`config.mk`:
```
export PLATFORM = sky130hd
export DESIGN_NAME = accum_unit
export DESIGN_NICKNAME = d
export VERILOG_FILES = /design/src/rtl/accum_pkg.sv /design/src/rtl/accum_alu.sv /design/src/rtl/accum_unit.sv
export SDC_FILE = /design/constraint.sdc
export NUM_CORES = 1
export LEC_CHECK = 0
export ABC_AREA = 1
export ABC_CLOCK_PERIOD_IN_PS = 6800
export BUFFER_PORTS_ARGS = -buffer_cell sky130_fd_sc_hd__buf_4
export CORE_MARGIN = 2
export CORE_UTILIZATION = 41
export CTS_CLUSTER_SIZE = 25
export DETAILED_ROUTE_END_ITERATION = 16
export GPL_ROUTABILITY_DRIVEN = 0
export PLACE_DENSITY = 0.57
export SYNTH_ARGS = -nofsm -noshare
export SYNTH_HDL_FRONTEND = slang
export SYNTH_SLANG_ARGS = --single-unit
```
`constraint.sdc`:
```
create_clock -name clk -period 6.8 [get_ports clk]
set_clock_uncertainty 0.2 [all_clocks]
set_input_delay 1.36 -clock clk [delete_from_list [all_inputs] [get_ports clk]]
set_output_delay 1.36 -clock clk [all_outputs]
set_load 0.02 [all_outputs]
```
`src/rtl/accum_pkg.sv`:
```
// Shared encodings for the accumulator unit: ALU ops, next-value selects and
// the multiply sequencer states.
package accum_pkg;

  typedef enum logic [2:0] {
    OP_ADD  = 3'b000,
    OP_SUB  = 3'b001,
    OP_AND  = 3'b010,
    OP_OR   = 3'b011,
    OP_SHL  = 3'b100,
    OP_SHR  = 3'b101,
    OP_MUL  = 3'b110,
    OP_PASS = 3'b111
  } op_e;

  typedef enum logic [1:0] {
    ASEL_ALU  = 2'b00,
    ASEL_EXT  = 2'b01,
    ASEL_DATA = 2'b10,
    ASEL_HOLD = 2'b11
  } asel_e;

  typedef enum logic {
    ST_IDLE = 1'b0,
    ST_MUL  = 1'b1
  } state_e;

endpackage

```
`src/rtl/accum_alu.sv`:
```
// Single-cycle ALU for the accumulator: result plus carry/overflow flags.
// MUL is not handled here; it falls through to ADD for builds without a multiplier.
module accum_alu
  import accum_pkg::*;
#(
  parameter int WIDTH = 8
) (
  input  logic [WIDTH-1:0] a,
  input  logic [WIDTH-1:0] b,
  input  op_e              op,
  output logic [WIDTH-1:0] result,
  output logic             carry,
  output logic             ovf
);

  logic [WIDTH:0] sum;
  logic [WIDTH:0] diff;

  assign sum  = {1'b0, a} + {1'b0, b};
  assign diff = {1'b0, a} - {1'b0, b};

  // NOTE: every output gets a default first so no path through the case infers a latch.
  always_comb begin
    result = '0;
    carry  = 1'b0;
    ovf    = 1'b0;
    case (op)
      OP_ADD, OP_MUL: begin
        result = sum[WIDTH-1:0];
        carry  = sum[WIDTH];
        ovf    = (a[WIDTH-1] == b[WIDTH-1]) && (sum[WIDTH-1] != a[WIDTH-1]);
      end
      OP_SUB: begin
        result = diff[WIDTH-1:0];
        // diff[WIDTH] is the borrow, so carry reports A >= B unsigned.
        carry  = ~diff[WIDTH];
        ovf    = (a[WIDTH-1] != b[WIDTH-1]) && (diff[WIDTH-1] != a[WIDTH-1]);
      end
      OP_AND:  result = a & b;
      OP_OR:   result = a | b;
      OP_SHL: begin
        result = {a[WIDTH-2:0], 1'b0};
        carry  = a[WIDTH-1];
      end
      OP_SHR: begin
        result = {1'b0, a[WIDTH-1:1]};
        carry  = a[0];
      end
      OP_PASS: result = b;
      default: result = '0;
    endcase
  end

endmodule

```
`src/rtl/accum_unit.sv`:
```
// Accumulator register with load mux, single-cycle ALU, iterative shift-and-add
// multiplier (busy/done handshake), status flags and an output register.
module accum_unit
  import accum_pkg::*;
#(
  parameter int WIDTH  = 8,
  parameter int MUL_EN = 1
) (
  input  logic             clk,
  input  logic             reset,
  input  logic [WIDTH-1:0] data_in,
  input  logic [WIDTH-1:0] ext_in,
  input  logic [1:0]       a_sel,
  input  logic [2:0]       op,
  input  logic             a_load,
  input  logic             out_load,
  output logic [WIDTH-1:0] a_q,
  output logic [WIDTH-1:0] out_q,
  output logic             a_eq0,
  output logic             a_pos,
  output logic             carry,
  output logic             ovf,
  output logic             busy,
  output logic             done
);

  localparam int PW = 2 * WIDTH;
  localparam int CW = $clog2(WIDTH + 1);

  state_e state, state_next;
  asel_e  sel;
  op_e    alu_op;

  logic [WIDTH-1:0] alu_result;
  logic             alu_carry;
  logic             alu_ovf;

  logic [PW-1:0]    mul_m;
  logic [WIDTH-1:0] mul_q;
  logic [PW-1:0]    mul_p;
  logic [PW-1:0]    p_next;
  logic [CW-1:0]    count;
  logic             mul_start;
  logic             mul_last;

  assign sel    = asel_e'(a_sel);
  assign alu_op = op_e'(op);

  accum_alu #(.WIDTH(WIDTH)) u_alu (
    .a      (a_q),
    .b      (data_in),
    .op     (alu_op),
    .result (alu_result),
    .carry  (alu_carry),
    .ovf    (alu_ovf)
  );

  assign a_eq0  = (a_q == '0);
  assign a_pos  = ~a_q[WIDTH-1] && (a_q != '0);
  assign busy   = (state == ST_MUL);
  assign p_next = mul_q[0] ? (mul_p + mul_m) : mul_p;

  // NOTE: sequential state uses non-blocking assignments so every register
  // samples pre-edge values regardless of statement order.
  always_ff @(posedge clk) begin
    if (reset) state <= ST_IDLE;
    else       state <= state_next;
  end

  always_comb begin
    state_next = state;
    mul_start  = 1'b0;
    mul_last   = 1'b0;
    case (state)
      ST_IDLE: begin
        if (a_load && (sel == ASEL_ALU) && (alu_op == OP_MUL) && (MUL_EN != 0)) begin
          mul_start  = 1'b1;
          state_next = ST_MUL;
        end
      end
      ST_MUL: begin
        // Fixed latency: the last iteration is always the WIDTH-th, whatever Q holds.
        if (count == CW'(1)) begin
          mul_last   = 1'b1;
          state_next = ST_IDLE;
        end
      end
      default: state_next = ST_IDLE;
    endcase
  end

  always_ff @(posedge clk) begin
    if (reset) begin
      a_q   <= '0;
      out_q <= '0;
      carry <= 1'b0;
      ovf   <= 1'b0;
      done  <= 1'b0;
      mul_m <= '0;
      mul_q <= '0;
      mul_p <= '0;
      count <= '0;
    end else begin
      done <= mul_last;
      // out_q always captures the pre-edge accumulator, even alongside a load.
      if (out_load) out_q <= a_q;

      if (mul_start) begin
        mul_m <= {{WIDTH{1'b0}}, a_q};
        mul_q <= data_in;
        mul_p <= '0;
        count <= CW'(WIDTH);
      end else if (state == ST_MUL) begin
        mul_p <= p_next;
        mul_m <= mul_m << 1;
        mul_q <= mul_q >> 1;
        count <= count - CW'(1);
        if (mul_last) begin
          a_q   <= p_next[WIDTH-1:0];
          ovf   <= |p_next[PW-1:WIDTH];
          carry <= 1'b0;
        end
      end else if (a_load) begin
        case (sel)
          ASEL_EXT:  a_q <= ext_in;
          ASEL_DATA: a_q <= data_in;
          ASEL_ALU: begin
            a_q   <= alu_result;
            carry <= alu_carry;
            ovf   <= alu_ovf;
          end
          default: a_q <= a_q;
        endcase
      end
    end
  end

endmodule

```
==> results of run 1 <==
[sequential cells by signal, indices dropped and copies added (netlist names)]
name / flops
a_q: 8
busy: 1
carry: 1
count: 4
done: 1
mul_m: 16
mul_p: 16
mul_q: 8
out_q: 8
ovf: 1
[routing by layer]
metal,share of wire [%],vias to the layer above
met5,0,-
met4,1.2,0
met3,6.7,13
met2,42,178
met1,50,2346
li1,-,2678
[final cells by class]
type	count	area (um^2)
multi-input combinational	585	3190
timing repair buffer	48	360
inverter	127	477
fill	1251	6220
sequential	64	1280
tap	168	210
clock buffer	9	225
clock inverter	7	103
[cell usage after synthesis, drive strengths merged (2+ instances only)]
library cell  count
fa                3
nor2             76
nand3b            2
or2               6
nor3              4
dfxtp            64
nand3            61
inv             126
xor2              7
nand4             9
o21ai            53
ha               43
buf              15
a31oi             4
o221ai            5
a21oi            64
clkbuf           12
xnor2             2
a22oi             6
o22ai            13
o211ai           10
and2              2
nand2           204
[power by group through the flow]
| stage | registers, W | logic, W | clock network, W |
|---|---|---|---|
| floorplan | 0.000414 | 0.000132 | 0 |
| global placement | 0.000409 | 0.000210 | 0 |
| detailed placement | 0.000409 | 0.000212 | 0 |
| CTS | 0.000401 | 0.000213 | 0.000520 |
| global route | 0.000403 | 0.000236 | 0.000538 |
| finish | 0.000401 | 0.000217 | 0.000513 |
[kinds of logic after synthesis]
group	share of synthesized area (%)
adders and majority gates	11.8
AOI/OAI and AO/OA	18.4
buffers and inverters	12.0
xor gates and xnor gates	1.55
and+or+nand+nor	31.0
DFF	25.2
[final timing paths]
kind	slack, ps	depth (start not counted)	from	to
setup reg to reg	3950	8	busy	a_q[0]
hold reg to reg	260	2	count[1]	count[1]
setup / recovery	3280	10	a_sel[0]	mul_p[14]
hold / removal	260	2	count[1]	count[1]
[stage by stage]
step	instances	util, %	instance area (um^2)	hold WS, ps
6_report	1008	48.4	5840	264
3_3_place_gp	992	45.7	5520	253
3_5_place_dp	992	45.7	5520	257
4_1_cts	1008	48.4	5840	265
5_1_grt	1008	48.4	5840	289
2_1_floorplan	803	-	5080	241
[worst max-delay path: stages]
cell	delay [ps]
buf_4	100
inv_1	80
ha_1	430
nand4_4	270
nor2_4	190
inv_2	140
nand2_1	570
inv_2	190
o211ai_1	150
inv_1	60
==> key figures, run 1 <==
Pwr
  • Clock share of power: approximately 45%
  • Cell Int Power: 0.000786 W
  • Reported net switching power: 0.000345 W
  • Maximum vdd drop: 0.000125 V
  • Switching share of total power: a little under a third
  • Leak: about 3 nW
  • Gate power share: 19.2%
  • Pwr dens: 193 nW/um^2
  • Sequential power share: 35.4%
  • Tot Pwr: around 0.0011 W

Worst setup path
  • CP Max Fanout: 20
  • Critical Path RT: 6840 ps
  • Worst Path Arrival: 3550 ps
  • Startpoint types: primary input
  • CP Class: in -> reg
  • Critical Path Sink Type: register

GRT
  • Met3 Use GR: 4.96%
  • Total grt overflow: 0
  • Initial antenna violation count: 0
  • GR Layer Usage met1: about 34%
  • Busiest layer in global routing: met2
  • First-pass GRT wire length: 24400 um
  • GRT Total Usage: 23.6%
  • Met2 Usage GRT: approximately a third
  • Largest net degree at the start of global routing: 50
  • Vias in the first global route: around 4700

Route
  • Total Routed Length: 15200 um
  • Drt pass-1 iters: 5
  • # DRC: 0
  • Vias: 5215
  • Number of vias per cell: about 5.2
  • Remaining antenna violation count after routing: 0
  • Drt wl/cell: between 15 and 20 um
  • Drt initial violations: approximately 430

CTS
  • CTS Buf Count: 9
  • Worst-Skew Late Latency: about 340 ps
  • Longest Clk Path Bufs: 2
  • Post-CTS Setup Bufs: 0
  • Clock-pin slew of the registers on the worst-case setup and hold paths: 60 ps
  • Root buf cell: clkbuf_16
  • CTS tree: done
  • CTS Hold Bufs: 0
  • Clk sinks: 64
  • H-tree Lvls: 3
  • Resized cells post-CTS: 0

Place
  • Detail Placement HPWL: 11600 um
  • I/O Buffers: 46
  • Dpl ws: 2970 ps

STA
  • Max-slew violations: 0
  • Shortest period the worst path allows: 3520 ps
  • RSZ-0062 raised after global routing: no
  • Max-slew headroom: between 40 and 50%
  • Setup_tns: 0 ps
  • Period utilisation layout: about half
  • Actual slew at the worst max-slew pin: 840 ps
  • Final setup violation count: 0
  • Worst Setup Slack, final: approximately 3300 ps
  • Final Hold Fails: 0
  • Fmax: 284 MHz

Floorplan
  • Die Height: 115 um
  • IO Pins: between 40 and 50
  • Die width: 115 um
  • DIE AREA: around 13000 um^2
  • Core Box Area: 12100 um^2
  • Initial Util: 42.1%
  • Floorplan row count: 40

Logic synthesis
  • Synth async-reset ratio: 0%
  • Syn avg cell area: 6.33 um^2
  • Distinct cells, synth: 47
  • Post-Synthesis Cells: 803
  • Ys flop type: dfxtp_1
  • Post-synth top area share: around 25%
  • #FFs+latches synth: 64
  • Post-synth EDFFs: 0
  • Area contributors post-synth: dfxtp_1, nand2_1, ha_1
  • Ys Warns: 0
  • Sequential area share after synthesis: 25.2%
  • Syn Nets: 874
  • Synthesized cell area: slightly above 5000 um^2
  • Area leader, netlist: dfxtp_1

Final layout
  • Area grow syn2layout: 15.0%
  • Commonest non-fill, non-tap cells in the layout: nand2_1, inv_1, nor2_1
  • Ant. Diodes: 0
  • Layout cells sized above 1: 10.7%
  • Nets@finish: 906
  • Leading cell type in the layout, fill and taps excluded: nand2_1

Run
  • Maxcap violations: 0

Worst hold path
  • Hold WC Path Type: reg -> reg

Status
  • Outcome: complete, no violations
Power figures use the tool's default switching activity.
==> run 2, diff against run 1 <==
--- a/config.mk
+++ b/config.mk
@@ -6,7 +6,7 @@
 export NUM_CORES = 1
 export LEC_CHECK = 0
 export ABC_AREA = 1
-export ABC_CLOCK_PERIOD_IN_PS = 6800
+export ABC_CLOCK_PERIOD_IN_PS = 3500
 export BUFFER_PORTS_ARGS = -buffer_cell sky130_fd_sc_hd__buf_4
 export CORE_MARGIN = 2
 export CORE_UTILIZATION = 41
==> constraint.sdc (replaced) <==
create_clock -name clk -period 3.5 [get_ports clk]
set_clock_uncertainty 0.2 [all_clocks]
set_input_delay 0.7 -clock clk [delete_from_list [all_inputs] [get_ports clk]]
set_output_delay 0.7 -clock clk [all_outputs]
set_load 0.02 [all_outputs]
==> run 2 against run 1 <==
  * Clock power increased by 100%
  * Sequential share of layout area shrank 0.28 points
  * Sequential cell count unchanged
  * Largest cell class unchanged
  * Worst hold slack got worse by 1.7 ps
  * Non-clock buffer count grew 8
  * Total power increased by 98%
  * Via count up 0.73%
  * Final cell count grew 0.60%
==> key figures, run 2 (synthesis results as in run 1) <==
Status
  • Outcome: complete, no violations

Final layout
  • Commonest non-fill, non-tap cells in the layout: nand2_1, inv_1, nor2_1
  • Area grow syn2layout: 16.5%
  • Nets@finish: 914
  • Layout cells sized above 1: ~11%
  • Filler Cells Inserted: about 1300
  • Leading cell type in the layout, fill and taps excluded: nand2_1
  • Biggest regs: mul_m x16, mul_p x16
  • Ant. Diodes: 0

STA
  • Shortest period the worst path allows: 2700 ps
  • Hold WS: 262 ps
  • Setup_tns: 0 ps
  • Final Hold Fails: 0
  • Max-slew headroom: around 45%
  • Max-slew violations: 0
  • Period utilisation layout: 77.3%
  • Actual slew at the worst max-slew pin: 828 ps
  • Final setup violation count: 0
  • Fmax: approximately 370 MHz
  • RSZ-0062 raised after global routing: no

CTS
  • Clock-pin slew of the registers on the worst-case setup and hold paths: 50 ps
  • CTS Hold Bufs: 0
  • Root buf cell: clkbuf_16
  • Worst-Skew Late Latency: 330 ps
  • CTS tree: done
  • Clk sinks: 64
  • Post-CTS Setup Bufs: 0
  • CTS Buf Count: 9
  • Resized cells post-CTS: 0
  • H-tree Lvls: 3
  • Longest Clk Path Bufs: 2

Floorplan
  • DIE AREA: 13300 um^2
  • IO Pins: 47
  • Initial Util: 42.1%
  • Core Box Area: 12100 um^2
  • Die width: 115 um
  • Floorplan row count: 40
  • Die Height: 115 um

Worst hold path
  • Hold WC Path Type: reg -> reg

Worst setup path
  • CP cell instances: inv_1, ha_1, fa_1, nor2_1, o21ai_1, nand2_1, nand2_1, a21oi_2, nor2_1, nand2_1, nand3_1, nand2_1, nand2_1, nand2_1, nand2_1, a21oi_1
  • CP max-delay cell: dfxtp_1
  • Critical Path RT: around 3600 ps
  • Worst Path Arrival: 2770 ps
  • Most frequent CP cell: nand2_1
  • Startpoint types: register
  • CP Max Fanout: 6
  • CP Class: reg -> reg
  • Critical Path Sink Type: register
  • Slowest stage delay, CP: 470 ps

GRT
  • Largest net degree at the start of global routing: 38
  • Total grt overflow: 0
  • First-pass GRT wire length: 24500 um
  • Vias in the first global route: between 4000 and 5000
  • GRT Total Usage: 23.4%
  • Initial antenna violation count: 0

Route
  • Number of vias per cell: 5.18
  • Drt initial violations: 515
  • Total Routed Length: between 10000 and 15000 um
  • Vias: roughly 5300
  • # DRC: 0
  • Drt wl/cell: 14.7 um
  • Remaining antenna violation count after routing: 0
  • Drt pass-1 iters: 6

Place
  • Detail Placement HPWL: 11600 um
  • I/O Buffers: between 40 and 50

Pwr
  • Gate power share: 19.0%
  • Switching share of total power: 27.2%
  • Reported net switching power: 0.000608 W
  • Sequential power share: roughly a third
  • Maximum vdd drop: 0.000307 V
  • Clock share of power: 46.2%
  • Leak: a little over 3 nW
  • Pwr dens: 378 nW/um^2
  • Cell Int Power: 0.00163 W

Run
  • Maxcap violations: 0
[run 2: per-layer routing]
layer	wire length, um	GRT usage (%)	vias up
met4	250	6.10	0
met2	6260	34.3	187
met1	7210	34.0	2352
met3	1200	5.90	24
li1	-	-	2690
met5	0	0	-
[run 2: final timing paths]
kind,startpoint,end,slack [ps],cells after the start
setup / recovery,a_q[0],a_q[6],800,16
hold / removal,count[1],count[1],260,2
setup reg to reg,a_q[0],a_q[6],800,16
hold reg to reg,count[1],count[1],260,2
[run 2: power groups by stage]
stage | sequential [W] | combinational [W] | clock (W)
2_1_floorplan | 0.000804 | 0.000256 | 0
3_3_place_gp | 0.000792 | 0.000416 | 0
3_5_place_dp | 0.000794 | 0.000416 | 0
4_1_cts | 0.000779 | 0.000418 | 0.00105
5_1_grt | 0.000781 | 0.000468 | 0.00109
6_report | 0.000779 | 0.000424 | 0.00103
[run 2: final cells by class]
| cell class | instances | area, um^2 | share of cell area [%] |
|---|---|---|---|
| timing repair buffer | 56 | 420 | 7.10 |
| tap | 168 | 210 | 3.55 |
| clock buffer | 11 | 253 | 4.27 |
| inverter | 127 | 477 | 8.05 |
| sequential | 64 | 1280 | 21.6 |
| clock inverter | 3 | 90.1 | 1.52 |
| multi-input combinational | 585 | 3190 | 53.8 |
[run 2: metrics by stage]
| stage | power [W] | instances | utilization [%] | cell area, um^2 | setup WS, ps |
|---|---|---|---|---|---|
| 6_report | 0.00224 | 1014 | 49.1 | 5920 | 796 |
| 5_1_grt | 0.00234 | 1014 | 49.1 | 5920 | 624 |
| 4_1_cts | 0.00225 | 1014 | 49.1 | 5920 | 848 |
| 3_5_place_dp | 0.00121 | 1000 | 46.2 | 5580 | 749 |
| 3_3_place_gp | 0.00121 | 1000 | 46.2 | 5580 | 765 |
| 2_1_floorplan | 0.00106 | 803 | - | 5080 | 1050 |
[run 2: critical path, delay by kind of cell, from the launching register on]
kind / cells / cell delay, ps
and+or+nand+nor: 10 / 720
buffers and inverters: 1 / 250
AOI/OAI and AO/OA: 3 / 330
adders and majority gates: 2 / 660
DFF: 1 / 470
